### src/rtl/arith_addsubi_pipe_pkg.sv
// ---------------------------------------------------------------------------
// arith_pkg : shared types and flag indices for the add/sub pipeline
// Rev 1.0
// ---------------------------------------------------------------------------
`default_nettype none

package arith_pkg;

  typedef enum logic [1:0] {
    ADD     = 2'd0,
    SUB     = 2'd1,
    ADD_SAT = 2'd2,
    SUB_SAT = 2'd3
  } arith_addsub_op_e;

  localparam int unsigned FLAG_CARRY = 0;
  localparam int unsigned FLAG_OVF   = 1;
  localparam int unsigned FLAG_ZERO  = 2;
  localparam int unsigned FLAG_W     = 3;

endpackage

`default_nettype wire

### src/rtl/arith_pipe_stage.sv
// ---------------------------------------------------------------------------
// arith_pipe_stage : single elastic valid/ready register slice
// Rev 1.0
// ---------------------------------------------------------------------------
`default_nettype none

module arith_pipe_stage #(
  parameter int W = 8
) (
  input  logic         clk,
  input  logic         rst_n,
  input  logic         in_valid,
  output logic         in_ready,
  input  logic [W-1:0] in_data,
  output logic         out_valid,
  input  logic         out_ready,
  output logic [W-1:0] out_data
);

  logic         stage_valid;
  logic [W-1:0] stage_data;

  // An empty slot accepts regardless of downstream, so bubbles collapse.
  assign in_ready  = ~stage_valid | out_ready;
  assign out_valid = stage_valid;
  assign out_data  = stage_data;

  always_ff @(posedge clk or negedge rst_n) begin
    if (!rst_n) begin
      stage_valid <= 1'b0;
      stage_data  <= '0;
    end else if (in_ready) begin
      stage_valid <= in_valid;
      if (in_valid) begin
        stage_data <= in_data;
      end
    end
  end

endmodule

`default_nettype wire

### src/rtl/arith_addsubi_pipe.sv
// ---------------------------------------------------------------------------
// arith_addsubi_pipe : elastic pipelined add/sub with optional saturation
// Rev 1.0
// ---------------------------------------------------------------------------
`default_nettype none

module arith_addsubi_pipe
  import arith_pkg::*;
#(
  parameter int WIDTH  = 32,
  parameter int STAGES = 2
) (
  input  logic             clk,
  input  logic             rst_n,
  input  logic             a_valid,
  output logic             a_ready,
  input  logic [WIDTH-1:0] a_data,
  input  logic             b_valid,
  output logic             b_ready,
  input  logic [WIDTH-1:0] b_data,
  input  logic             op_valid,
  output logic             op_ready,
  input  logic [1:0]       op_data,
  output logic             result_valid,
  input  logic             result_ready,
  output logic [WIDTH-1:0] result_data,
  output logic [2:0]       result_flags
);

  localparam int SW = WIDTH + FLAG_W;

  arith_addsub_op_e  op;
  logic              is_sub;
  logic              is_sat;
  logic [WIDTH-1:0]  b_eff;
  logic [WIDTH:0]    raw;
  logic [WIDTH-1:0]  sum;
  logic [WIDTH-1:0]  clamp;
  logic [WIDTH-1:0]  final_res;
  logic              carry;
  logic              ovf;
  logic [FLAG_W-1:0] flags;
  logic              in_ready;
  logic              fire;

  assign op = arith_addsub_op_e'(op_data);

  always_comb begin
    is_sub    = (op == SUB) || (op == SUB_SAT);
    is_sat    = (op == ADD_SAT) || (op == SUB_SAT);
    b_eff     = is_sub ? ~b_data : b_data;
    raw       = {1'b0, a_data} + {1'b0, b_eff} + {{WIDTH{1'b0}}, is_sub};
    sum       = raw[WIDTH-1:0];
    // Subtract reports borrow, which is the inverse of the adder carry-out.
    carry     = is_sub ? ~raw[WIDTH] : raw[WIDTH];
    ovf       = (a_data[WIDTH-1] == b_eff[WIDTH-1]) && (sum[WIDTH-1] != a_data[WIDTH-1]);
    clamp     = a_data[WIDTH-1] ? {1'b1, {(WIDTH-1){1'b0}}} : {1'b0, {(WIDTH-1){1'b1}}};
    final_res = (is_sat && ovf) ? clamp : sum;
    flags             = '0;
    flags[FLAG_CARRY] = carry;
    flags[FLAG_OVF]   = ovf;
    flags[FLAG_ZERO]  = (final_res == '0);
  end

  // Readies are held low while reset is asserted.
  assign in_ready = rst_n & g_stage[0].s_in_ready;
  assign fire     = a_valid & b_valid & op_valid & in_ready;
  assign a_ready  = in_ready & b_valid & op_valid;
  assign b_ready  = in_ready & a_valid & op_valid;
  assign op_ready = in_ready & a_valid & b_valid;

  for (genvar i = 0; i < STAGES; i++) begin : g_stage
    logic          s_in_valid;
    logic          s_in_ready;
    logic [SW-1:0] s_in_data;
    logic          s_out_valid;
    logic          s_out_ready;
    logic [SW-1:0] s_out_data;

    if (i == 0) begin : g_first
      assign s_in_valid = fire;
      assign s_in_data  = {final_res, flags};
    end else begin : g_chain
      assign s_in_valid = g_stage[i-1].s_out_valid;
      assign s_in_data  = g_stage[i-1].s_out_data;
    end

    if (i == STAGES - 1) begin : g_last
      assign s_out_ready = result_ready;
    end else begin : g_link
      assign s_out_ready = g_stage[i+1].s_in_ready;
    end

    arith_pipe_stage #(
      .W (SW)
    ) u_stage (
      .clk       (clk),
      .rst_n     (rst_n),
      .in_valid  (s_in_valid),
      .in_ready  (s_in_ready),
      .in_data   (s_in_data),
      .out_valid (s_out_valid),
      .out_ready (s_out_ready),
      .out_data  (s_out_data)
    );
  end

  assign result_valid = g_stage[STAGES-1].s_out_valid;
  assign result_data  = g_stage[STAGES-1].s_out_data[SW-1:FLAG_W];
  assign result_flags = g_stage[STAGES-1].s_out_data[FLAG_W-1:0];

endmodule

`default_nettype wire

### config.mk
export PLATFORM = sky130hd
export DESIGN_NAME = arith_addsubi_pipe
export DESIGN_NICKNAME = d
export VERILOG_FILES = /design/src/rtl/arith_addsubi_pipe_pkg.sv /design/src/rtl/arith_pipe_stage.sv /design/src/rtl/arith_addsubi_pipe.sv
export SDC_FILE = /design/constraint.sdc
export NUM_CORES = 1
export LEC_CHECK = 0
export CORE_UTILIZATION = 25
export CTS_CLUSTER_DIAMETER = 150
export DETAILED_ROUTE_END_ITERATION = 8
export DONT_BUFFER_PORTS = 1
export PLACE_DENSITY = 0.39
export SKIP_LAST_GASP = 1
export SLEW_MARGIN = 20
export SYNTH_ARGS = -nofsm -noshare
export SYNTH_HDL_FRONTEND = slang
export SYNTH_HIERARCHICAL = 1
export SYNTH_SLANG_ARGS = --single-unit
### constraint.sdc
create_clock -name clk -period 1.8 [get_ports clk]
set_input_delay 0.36 -clock clk [delete_from_list [all_inputs] [get_ports clk]]
set_output_delay 0.36 -clock clk [all_outputs]
set_load 0.05 [all_outputs]
### Word-level counts from Yosys, hierarchy flattened

Cells that the tools add are included.

* bits in registers: 72
* input port bits: 72
* logic and storage cells: 37

* add/subtract/negate cells: 2
* equality and inequality tests: 5
* muxes and demuxes: 4
* bitwise logic cells: 15
* reductions and logical operators: 7

Operator list (number)
* 2-to-1 mux 32 bit: 3
* adder 32 x 32 -> 33 bit: 1
* adder 33 x 1 -> 33 bit: 1
* zero test 32 bit: 1
* NOT 32 bit: 1
* AND 1 bit: 9
* == test 2 bit (second input constant): 2
* AND reduction 2 bit: 2
* NOT 1 bit: 3
* == test 2 x 1 -> 1 bit (second input constant): 1
* logical AND 1 bit: 2
* logical OR 1 bit: 2
* bitwise OR 1 bit: 2
* == test 1 bit: 1
* 2-to-1 mux 1 bit: 1
* inequality test 1 bit: 1

### Depth between registers and ports, before layout

* word-level depth: 10
* depth in mapped cells: 17
* mapped depth without buffers: 13

### Modules after synthesis

Netlist, hierarchy kept.

Modules (own cells, without submodules)
* arith_pipe_stage: times used 2, cells each 77, area each 1472.7 um^2, seq. area each 900.9 um^2
* arith_addsubi_pipe: times used 1, cells each 391, area each 2622.5 um^2, seq. area each 0.0 um^2

### Least setup slack after synthesis

OpenSTA, ideal clock, no wires.

* kind: input to register
* start: input port op_data[0]
* end: register g_stage[0].u_stage.stage_data[2]
* library setup time: 65 ps
* arrival: 3872 ps
* data required time: 1735 ps
* path slack: -2137 ps
* stages on the path: 14
* path buffers: 2
* cells stage by stage: buf_2 > buf_1 > xor2_1 > fa_1 > a21o_1 > a221oi_4 > nor3b_2 > or4b_4 > a31o_1 > a21oi_2 > xor2_1 > nand4_1 > a2111oi_2 > mux2_4

* longest elaborated chain between the ends: 10
* elaborated cells between the ends (all ways): 14

Ends and longest elaborated chain
* from (decl): RTL line arith_addsubi_pipe.sv:23 `input logic [1:0] op_data,`
* == test 2 x 1 -> 1 bit or == test 2 bit (tied branches): RTL line arith_addsubi_pipe.sv:49, arith_addsubi_pipe.sv:50
* logical OR 1 bit: RTL line arith_addsubi_pipe.sv:49 `is_sub = (op == SUB) || (op == SUB_SAT);`
* 2-to-1 mux 32 bit: RTL line arith_addsubi_pipe.sv:51 `b_eff = is_sub ? ~b_data : b_data;`
* adder 32 x 32 -> 33 bit: RTL line arith_addsubi_pipe.sv:52 `raw = {1'b0, a_data} + {1'b0, b_eff} + {{WIDTH{1'b0}}, is_sub};`
* adder 33 x 1 -> 33 bit: RTL line arith_addsubi_pipe.sv:52
* inequality test 1 bit: RTL line arith_addsubi_pipe.sv:56 `ovf = (a_data[WIDTH-1] == b_eff[WIDTH-1]) && (sum[WIDTH-1] != a_data[WIDTH-1]);`
* logical AND 1 bit: RTL line arith_addsubi_pipe.sv:56
* logical AND 1 bit: RTL line arith_addsubi_pipe.sv:58 `final_res = (is_sat && ovf) ? clamp : sum;`
* 2-to-1 mux 32 bit (*): RTL line arith_addsubi_pipe.sv:58
* zero test 32 bit (*): RTL line arith_addsubi_pipe.sv:62 `flags[FLAG_ZERO] = (final_res == '0);`
* named net flags[2]: RTL line arith_addsubi_pipe.sv:42 `logic [FLAG_W-1:0] flags;`
* to (signal assigned): RTL line arith_pipe_stage.sv:35 `stage_data <= in_data;`
* to (decl): RTL line arith_pipe_stage.sv:21 `logic [W-1:0] stage_data;`

Mark *: on every way through the listed nets, which the timed path passes. The rest lies on a longest branch.
A chain may end at the register's enable or synchronous reset.

### Worst setup path in the final report

* start: input port b_data[0]
* end: register g_stage[0].u_stage.stage_data[2]

* longest elaborated chain between the ends: 9

Ends and longest elaborated chain
* from (decl): RTL line arith_addsubi_pipe.sv:20 `input logic [WIDTH-1:0] b_data,`
* NOT 32 bit: RTL line arith_addsubi_pipe.sv:51
* 2-to-1 mux 32 bit (*): RTL line arith_addsubi_pipe.sv:51
* adder 32 x 32 -> 33 bit (*): RTL line arith_addsubi_pipe.sv:52
* adder 33 x 1 -> 33 bit (*): RTL line arith_addsubi_pipe.sv:52
* inequality test 1 bit: RTL line arith_addsubi_pipe.sv:56
* logical AND 1 bit: RTL line arith_addsubi_pipe.sv:56
* logical AND 1 bit: RTL line arith_addsubi_pipe.sv:58
* 2-to-1 mux 32 bit (*): RTL line arith_addsubi_pipe.sv:58
* zero test 32 bit (*): RTL line arith_addsubi_pipe.sv:62
* named net flags[2]: RTL line arith_addsubi_pipe.sv:42

Marks and branches as above.

==> reports/summary.txt <==
leakage - 0.003722 uW
WS Path Type - input pin to flop
Critical Path End Type - flop
Die H - 151.2 um
Die Width - 151.2 um
worst slew pin tran - 0.5302 ns
Slew Limit Fails - 0
Max-slew headroom - 64.65%
vias per inst - 4.587
Clock Tree Buf Depth - 2
Place WS - -1.833 ns
final worst setup slack - -1.379 ns
Pre-antenna DRT Iters - 4
Cells after Synth - 545
share of cells above drive strength 1 - 46.34%
final critical-path required period - 3.179 ns
GR Overflow Total - 0
fin area - 7891 um2
number of flops mapped to enable cells by yosys - 0
wire length per cell - 15.69 um
Synth top area share - 32.36%
crit-path max FO - 4
Post-Syn Area - 5568 um2
fmax - 314.6 MHz
final wirelength - 15,530 um
Mapped Nets - 650
Final Hold Viols - 72
Critical Path RT - 2.06 ns
Placed Area - 7000 um2
async set or reset register ratio after synthesis - 100.0%
post-DP HPWL - 12,710 um
DR iter-0 viols - 134
Synth area leader - dfrtp_1
fin crit share - 176.6%
Detail Route Antenna Nets - 0
# IOs - 111
CP Capture Point - g_stage[0].u_stage/out_data[2]
vias in the first global route - 4,825
CP arrival - 3.44 ns
worst min path class - input pin to async pin
TritonCTS Buffers - 9
Tot GR Track Use - 14.24%
first-pass GRT wire length - 25,440 um
Hold Slack - -0.2707 ns
Core Region - 21,820 um2
antenna cells - 0
post-synth cell types - 65
largest net degree at the start of global routing - 75
PwrDens - 1249 nW/um2
critical path startpoint category - input pin
worst vdd ir - 0.0004139 V
initial antenna violation count - 0
worst r2r src - g_stage[1].u_stage/out_valid
DIE AREA - 22,870 um2
Rows - 54
cells taking the most area after synthesis - dfrtp_1 (32%), mux2_4 (16%), ha_1 (7.2%)
Syn Area/Cell - 10.22 um2
# setup viols final - 35
register bit total from synthesis - 72
Worst Skew - 0.005243 ns
failing checks - negative hold slack, negative setup slack
IO buf count - 0
H-tree depth - 3
clock slew at reported path FFs - 0.05 ns
Reg2Reg Depth - 7
FF-to-FF End - g_stage[0].u_stage/out_data[31]
root buf cell - clkbuf_16
RSZ-0062 raised after global routing - yes
crit path from - b_data[0]
Layout Nets - 812
Initial Utilization - 25.51%
CTS tree - yes
Skew-Pair Late Insertion Delay - 0.33 ns
Area Overhead vs Synth - 41.73%
MaxCap Viol Count - 0
gpl congestion - 0.8457
status - finished, violations left
CTS sink cnt - 72
top_reg_cell synth - dfrtp_1
Seq/Total Area, Yosys - 32.36%
via count - 4,541
Syn. warnings - 6
# DRC - 0
register-to-register setup slack - 0.13 ns
==> registers in the layout, summed over array words and instances, names as in the netlist <==
| register | flops |
|---|---|
| g_stage.u_stage/out_valid | 2 |
| g_stage.u_stage/out_data | 70 |
==> layout make-up <==
class / count / area, um2
Fill cell: 2172 / 13930
Multi-Input combinational cell: 441 / 3979
Sequential cell: 72 / 1802
Timing Repair Buffer: 172 / 1433
Tap cell: 280 / 350.3
Clock buffer: 11 / 242.7
Clock inverter: 3 / 43.79
Inverter: 11 / 41.29
==> worst min path at each step <==
stage | end | slack (ns) | depth (start not counted)
floorplan | g_stage[0].u_stage/out_data[0] | 0.06 | 0
CTS | g_stage[1].u_stage/out_data[25] | -0.29 | 0
finish | g_stage[1].u_stage/out_data[0] | -0.27 | 0
detailed placement | g_stage[1].u_stage/out_valid | 0.07 | 0
global placement | g_stage[1].u_stage/out_valid | 0.07 | 0
global route | g_stage[1].u_stage/out_data[25] | -0.29 | 0
==> logic make-up after synthesis <==
| kind of cell | Yosys count | synth area share, % |
|---|---|---|
| multiplexers | 76 | 19.33 |
| AND/OR/NAND/NOR | 138 | 12.97 |
| buffers and inverters | 33 | 3.371 |
| adder cells (fa/ha/maj) | 33 | 7.551 |
| AO/OA/AOI/OAI | 135 | 15.30 |
| flip-flops | 72 | 32.36 |
| XOR/XNOR | 58 | 9.124 |
==> Yosys cell counts (7+ instances only) <==
master and number:
inv_1 11, nor3_1 9, mux2_4 60, nand3_1 9, o21ai_0 39, a21o_1 7, ha_1 32, nand2_1 49
buf_6 7, dfrtp_1 72, xor2_1 44, xnor2_1 14, nand4_1 10, nor2_1 28, mux2_2 12, a21oi_1 44
==> metrics by stage <==
step | hold WS [ns] | TNS (ns) | util, % | total power, uW | instances
2_1_floorplan | 0.06441 | -48.24 | - | 6363 | 545
3_3_place_gp | 0.06796 | -47.48 | 32.08 | 7724 | 948
3_5_place_dp | 0.06826 | -48.38 | 32.08 | 7784 | 948
4_1_cts | -0.2914 | -34.47 | 35.48 | 9899 | 984
5_1_grt | -0.2899 | -37.56 | 36.16 | 10460 | 990
6_report | -0.2707 | -33.92 | 36.16 | 9856 | 990
==> metal layers <==
metal	track usage [%]	vias up	wire, um
met5	0	-	0
met4	4.050	0	225
met3	2.199	14	655
met2	23.24	93	7400
met1	19.28	2122	7252
li1	-	2312	-
==> power by group <==
part,leakage [uW],total (uW),switching [uW],internal (uW)
clock network,0.000141,1710,612,1090
registers,0.000880,4260,1930,2340
logic,0.00270,3890,1510,2380
total,0.00372,9860,4050,5810
==> worst max-delay path: stages <==
cell       delay [ns]
mux2i_4          0.21
inv_2            0.05
fa_2             0.33
a21o_1           0.20
a221oi_4         0.35
nor3b_2          0.10
or4b_4           0.55
a31o_1           0.20
a21oi_2          0.16
xor2_2           0.18
nand4_1          0.18
a2111oi_4        0.36
mux2_4           0.20
==> cells in the final DEF (no fill, tap or decap), types with 8 or more instances in the layout <==
cell type  Yosys  final
clkbuf_16      0      9
ha_1          32     28
o21ai_1        2     12
xnor2_1       14     11
mux2_2        12     12
a21oi_1       44     31
inv_1         11     10
nand3_1        9      8
o21ai_0       39     24
xor2_1        44     40
nand4_1       10     10
mux2_4        60     60
buf_4          1    155
dfrtp_1       72     72
nand2_1       49     44
nor3_1         9      8
buf_6          7      9
a21oi_2        2     12
nor2_1        28     24
==> repair_timing <==
| item | in CTS | in global routing |
|---|---|---|
| cloned | 3 | 0 |
| buffers inserted | 19 | 6 |
| resized for setup | 71 | 22 |
| endpoints found under the setup margin | 37 | 37 |
| endpoints found under the hold margin | 72 | 72 |
| pin swaps | 15 | 21 |
No activity file was read; power rests on OpenSTA's default activity.
==> edit 1, RTL diff (same flow settings) <==
The parameter `STAGES` goes from 2 to 1.
--- a/src/rtl/arith_addsubi_pipe.sv
+++ b/src/rtl/arith_addsubi_pipe.sv
@@ -8,7 +8,7 @@
   import arith_pkg::*;
 #(
   parameter int WIDTH  = 32,
-  parameter int STAGES = 2
+  parameter int STAGES = 1
 ) (
   input  logic             clk,
   input  logic             rst_n,
Check against the original RTL: not equivalent (Yosys sat finds a counterexample within 4 cycles, from zero or initial values and one cycle with rst_n low).
==> edit 1 against the original RTL <==
The run ends with setup timing left. Sequential cell count decreased by 36. Sequential share of layout area decreased by 8.5 points. Worst hold slack improved by 0.59 ns. Wire length decreased by 15%. Clock power decreased by 49%. Total power decreased by 28%. Final cell count decreased by 15%. Cell area decreased by 20%. Non-clock buffer count decreased by 7. Worst setup slack improved by 0.034 ns. Clock skew decreased by 0.0018 ns. Combinational power decreased by 11%. Synthesized area decreased by 26%. Largest cell class unchanged. Largest power group is now combinational logic.
==> edit 1: results (changes against the original RTL) <==
[routing]
wl_met3_um = 643  ; -1.8%
via_per_inst = 4.77  ; +4.0%
wirelength_um = 13200  ; -15%
drt-met1-wl_um = 6290  ; -13%
drt-initial-drc-count = 132  ; -1.5%

[synthesis]
syn_area_um2 = 4100  ; -26%
synth.avg_cell_area_um2 = 8.75  ; -14%
synth_nets = 573  ; -12%
synthTopCellsByArea = dfrtp_1 22%, mux2_4 11%, ha_1 9.8%
synth-seq-area-share_pct = 22.0  ; -10 points

[global_route]
grt_first_pass_wirelength_um = 20600  ; -19%
use_met1_pct = 21.3  ; +2.0 points
grtUsageMet3_pct = 2.21  ; +0.015 points
gr-usage-all-layers_pct = 15.5  ; +1.3 points

[sta]
hold_violations = 0  ; -100%
finalSetupViolations = 35  ; unchanged
fin_ws_ns = -1.34  ; +0.0338 ns
fin_skew_ns = 0.00349  ; -0.00176 ns

[worst_setup_path]
reg2regPathDepth = 6  ; -1
rrSetupSlack_ns = 0.20  ; +0.07 ns
cp.arrival_ns = 3.36  ; -0.08 ns

[finish]
area_growth_pct = 53.6
fillers = 1615  ; -26%
fin_cells = 838  ; -15%
clock_buffers = 7  ; -4
clock_cell_area_share_pct = 2.43  ; -1.2 points
multiInputGateArea_um2 = 3500  ; -12%
largest_reg_flops = 35  ; -50%

[placed_design]
gp_congestion = 0.808  ; -4.4%
dp.cells = 805  ; -15%
dpl.hpwl_um = 10700  ; -16%

[clock_network]
cts_buffers = 5  ; -4
numClockSinks = 36  ; -50%

[status]
status = complete, but fails checks
failed_checks = setup timing

[pwr]
ir_drop_mv = 0.720  ; +74%

[min_path]
worstHoldPathType = in2reg

==> edit 1: cell types whose count changed after synthesis, sizes merged <==
cell	delta
dfrtp	-36
nand2b	-2
mux2	-35
buf	-3
nand2	-1
==> edit 1: logic make-up after synthesis <==
logic type | after synthesis | share of synthesized area (%)
buffers and inverters | 30 | 3.76
AOI/OAI and AO/OA | 135 | 20.8
and+or+nand+nor | 135 | 16.9
xor gates and xnor gates | 58 | 12.4
muxes | 41 | 13.9
DFF | 36 | 22.0
adders and majority gates | 33 | 10.3
==> edit 1: what timing repair did <==
action	in CTS	in global routing
setup buffers	11	11
resized for setup	83	48
pin swaps	13	24
gates cloned	4	0
endpoints found under the setup margin	35	35
endpoints found under the hold margin	36	0
hold buffers	2	0
==> edit 1: where the power goes <==
group	internal [W]	switching, W	leakage (nW)
combinational	0.00198	0.00150	2.37
clock	0.000580	0.000289	0.0760
sequential	0.00115	0.00164	0.437
==> edit 2, RTL diff (same settings) <==
Without the edit above. Make the reset (`rst_n`) synchronous in one clocked block.
--- a/src/rtl/arith_pipe_stage.sv
+++ b/src/rtl/arith_pipe_stage.sv
@@ -25,7 +25,7 @@
   assign out_valid = stage_valid;
   assign out_data  = stage_data;
 
-  always_ff @(posedge clk or negedge rst_n) begin
+  always_ff @(posedge clk) begin
     if (!rst_n) begin
       stage_valid <= 1'b0;
       stage_data  <= '0;
Function: differs if rst_n is asserted again (counterexample within 4 cycles, from zero or initial values and one cycle with rst_n low); with rst_n held inactive, the same outputs for 10 cycles.
==> edit 2 against the original RTL <==
The run ends with setup timing left. Worst setup slack lost 0.011 ns. Non-clock buffer count shrank 11. Synthesized area grew 0.27%. Cell area grew 0.16%. Sequential cell count is the same. Critical path type unchanged. Wire length grew 8.1%. Die area grew 0.26%. Total power shrank 33%. Synthesized cell count grew 29%.
==> edit 2: results (changes against the original RTL) <==
[global_route]
grt_first_pass_wirelength_um = 26400  ; +3.9%
grt_max_degree = 145  ; +93%
gr-usage-all-layers_pct = 14.5  ; +0.29 points
antenna_found_initial = 0  ; unchanged
grt_pass1_vias = 5265  ; +9.1%

[worst_setup_path]
slowest_delay_ns = 0.55  ; about the same
path_max_fanout = 4  ; unchanged
cp.arrival_ns = 3.45  ; about the same
critPathTopFamily = compound AO/OA/AOI/OAI gates
critPathSlowestCell = or4b_4

[finish]
antenna_cells = 0  ; unchanged
largest_reg_flops = 70  ; unchanged
nets = 943  ; +16%
fillers = 2313  ; +6.5%
drive_gt1_share_pct = 33.3  ; -13 points
fin_cells = 1123  ; +13%

[clock_network]
clock_latency_ns = 0.33  ; about the same
cts_buffers = 9  ; unchanged
clock_path_buffers = 2  ; unchanged
clk_pin_slew_ns = 0.06
cts_hold_buf = 0

[die]
die_area_um2 = 22900  ; +0.26%

[sta]
worst_pin_slew_ns = 0.554  ; +0.0242 ns
finalSetupViolations = 35  ; unchanged
fin_skew_ns = 0.00702  ; +0.00178 ns
fin_ws_ns = -1.39  ; -0.0107 ns

[synthesis]
synth.avg_cell_area_um2 = 7.92  ; -22%
yosys.cell_types.count = 65  ; unchanged
yosysWarnings = 6  ; unchanged
async_reset_ff_share_pct = 0  ; -100 points
synthFlopType = dfxtp_1
synth_nets = 810  ; +25%
synthTopCellsByArea = dfxtp_1 26%, mux2i_1 13%, nand2_1 13%
synth-seq-area-share_pct = 25.8  ; -6.5 points
yosys-top-cells-count = 189 x nand2_1, 74 x mux2i_1, 72 x dfxtp_1

[routing]
wirelength_um = 16800  ; +8.1%
via_per_inst = 4.72  ; +2.9%
dr.pass1.iters = 5  ; +1
drt-initial-drc-count = 237  ; +77%

[status]
failed_checks = setup timing
status = complete, but fails checks

[placed_design]
dpl.hpwl_um = 13000  ; +2.2%
gp_congestion = 0.817  ; -3.4%
port_buffers = 0  ; unchanged
placed_cell_area_um2 = 6770  ; -3.4%

[pwr]
ir_drop_mv = 0.342  ; -17%
power_leakage_nw = 3.12  ; -16%

[min_path]
worstHoldPathType = in2reg

[edit 2: cell types whose count changed after synthesis, moves of 12 or more]
cell,change
mux2_4,-60
mux2i_1,+70
dfrtp_1,-72
nand2_1,+140
clkbuf_1,+12
dfxtp_1,+72
[edit 2: cell families after synthesis]
group / share of synthesized area (%)
and+or+nand+nor: 22.0
AOI/OAI and AO/OA: 15.5
muxes: 13.7
DFF: 25.8
xor gates and xnor gates: 9.10
buffers and inverters: 6.32
adders and majority gates: 7.53
[edit 2: path summary, 6_finish.rpt]
path / start / endpoint / slack (ns) / depth (start not counted)
min: rst_n / g_stage[1].u_stage/out_valid$_SDFFE_PN0P_ / 0.18 / 1
max reg2reg: g_stage[1].u_stage/out_valid$_SDFFE_PN0P_ / g_stage[0].u_stage/out_data[3]$_SDFFE_PN0P_ / 0.22 / 7
max: b_data[0] / g_stage[0].u_stage/out_data[2]$_SDFFE_PN0P_ / -1.39 / 14
min reg2reg: g_stage[0].u_stage/out_data[15]$_SDFFE_PN0P_ / g_stage[0].u_stage/out_data[15]$_SDFFE_PN0P_ / 0.46 / 2
[edit 2: timing repair]
| action | in CTS | in global routing |
|---|---|---|
| gates cloned | 2 | 1 |
| endpoints found under the setup margin | 35 | 35 |
| pin swaps | 39 | 70 |
| buffers inserted | 18 | 8 |
| gates resized for setup | 74 | 86 |
[edit 2: per-layer routing]
metal / global-route usage [%] / wire length, um / up-vias
li1: - / - / 2704
met1: 19.4 / 7890 / 2466
met2: 24.0 / 7870 / 112
met3: 2.41 / 771 / 20
met4: 3.90 / 257 / 0
met5: 0 / 0 / -
[edit 2: where the power goes]
part,switching (W),total (W),internal [W]
logic,0.00148,0.00309,0.00161
registers,0.0000229,0.00165,0.00163
clock network,0.000687,0.00191,0.00122
total,0.00219,0.00664,0.00446
[edit 2: cell type report]
cell class | instances | area (um^2) | area share, %
clock inverters | 6 | 93.8 | 1.19
flip-flops and latches | 72 | 1440 | 18.2
multi-input cells | 581 | 4340 | 54.9
repair buffers | 161 | 1400 | 17.7
inverters | 13 | 48.8 | 0.617
well taps | 280 | 350 | 4.43
clock buffers | 10 | 229 | 2.90
[edit 2: per-stage QoR]
step | hold slack (ns) | TNS [ns] | setup slack, ns | power [W]
final | 0.185 | -36.46 | -1.39 | 0.00664
after global routing | 0.197 | -41.13 | -1.48 | 0.00705
after CTS | 0.174 | -34.41 | -1.32 | 0.00635
after detailed placement | 0.449 | -49.11 | -1.77 | 0.00409
after global placement | 0.447 | -48.24 | -1.69 | 0.00409
after floorplan | 0.435 | -46.21 | -1.65 | 0.00309
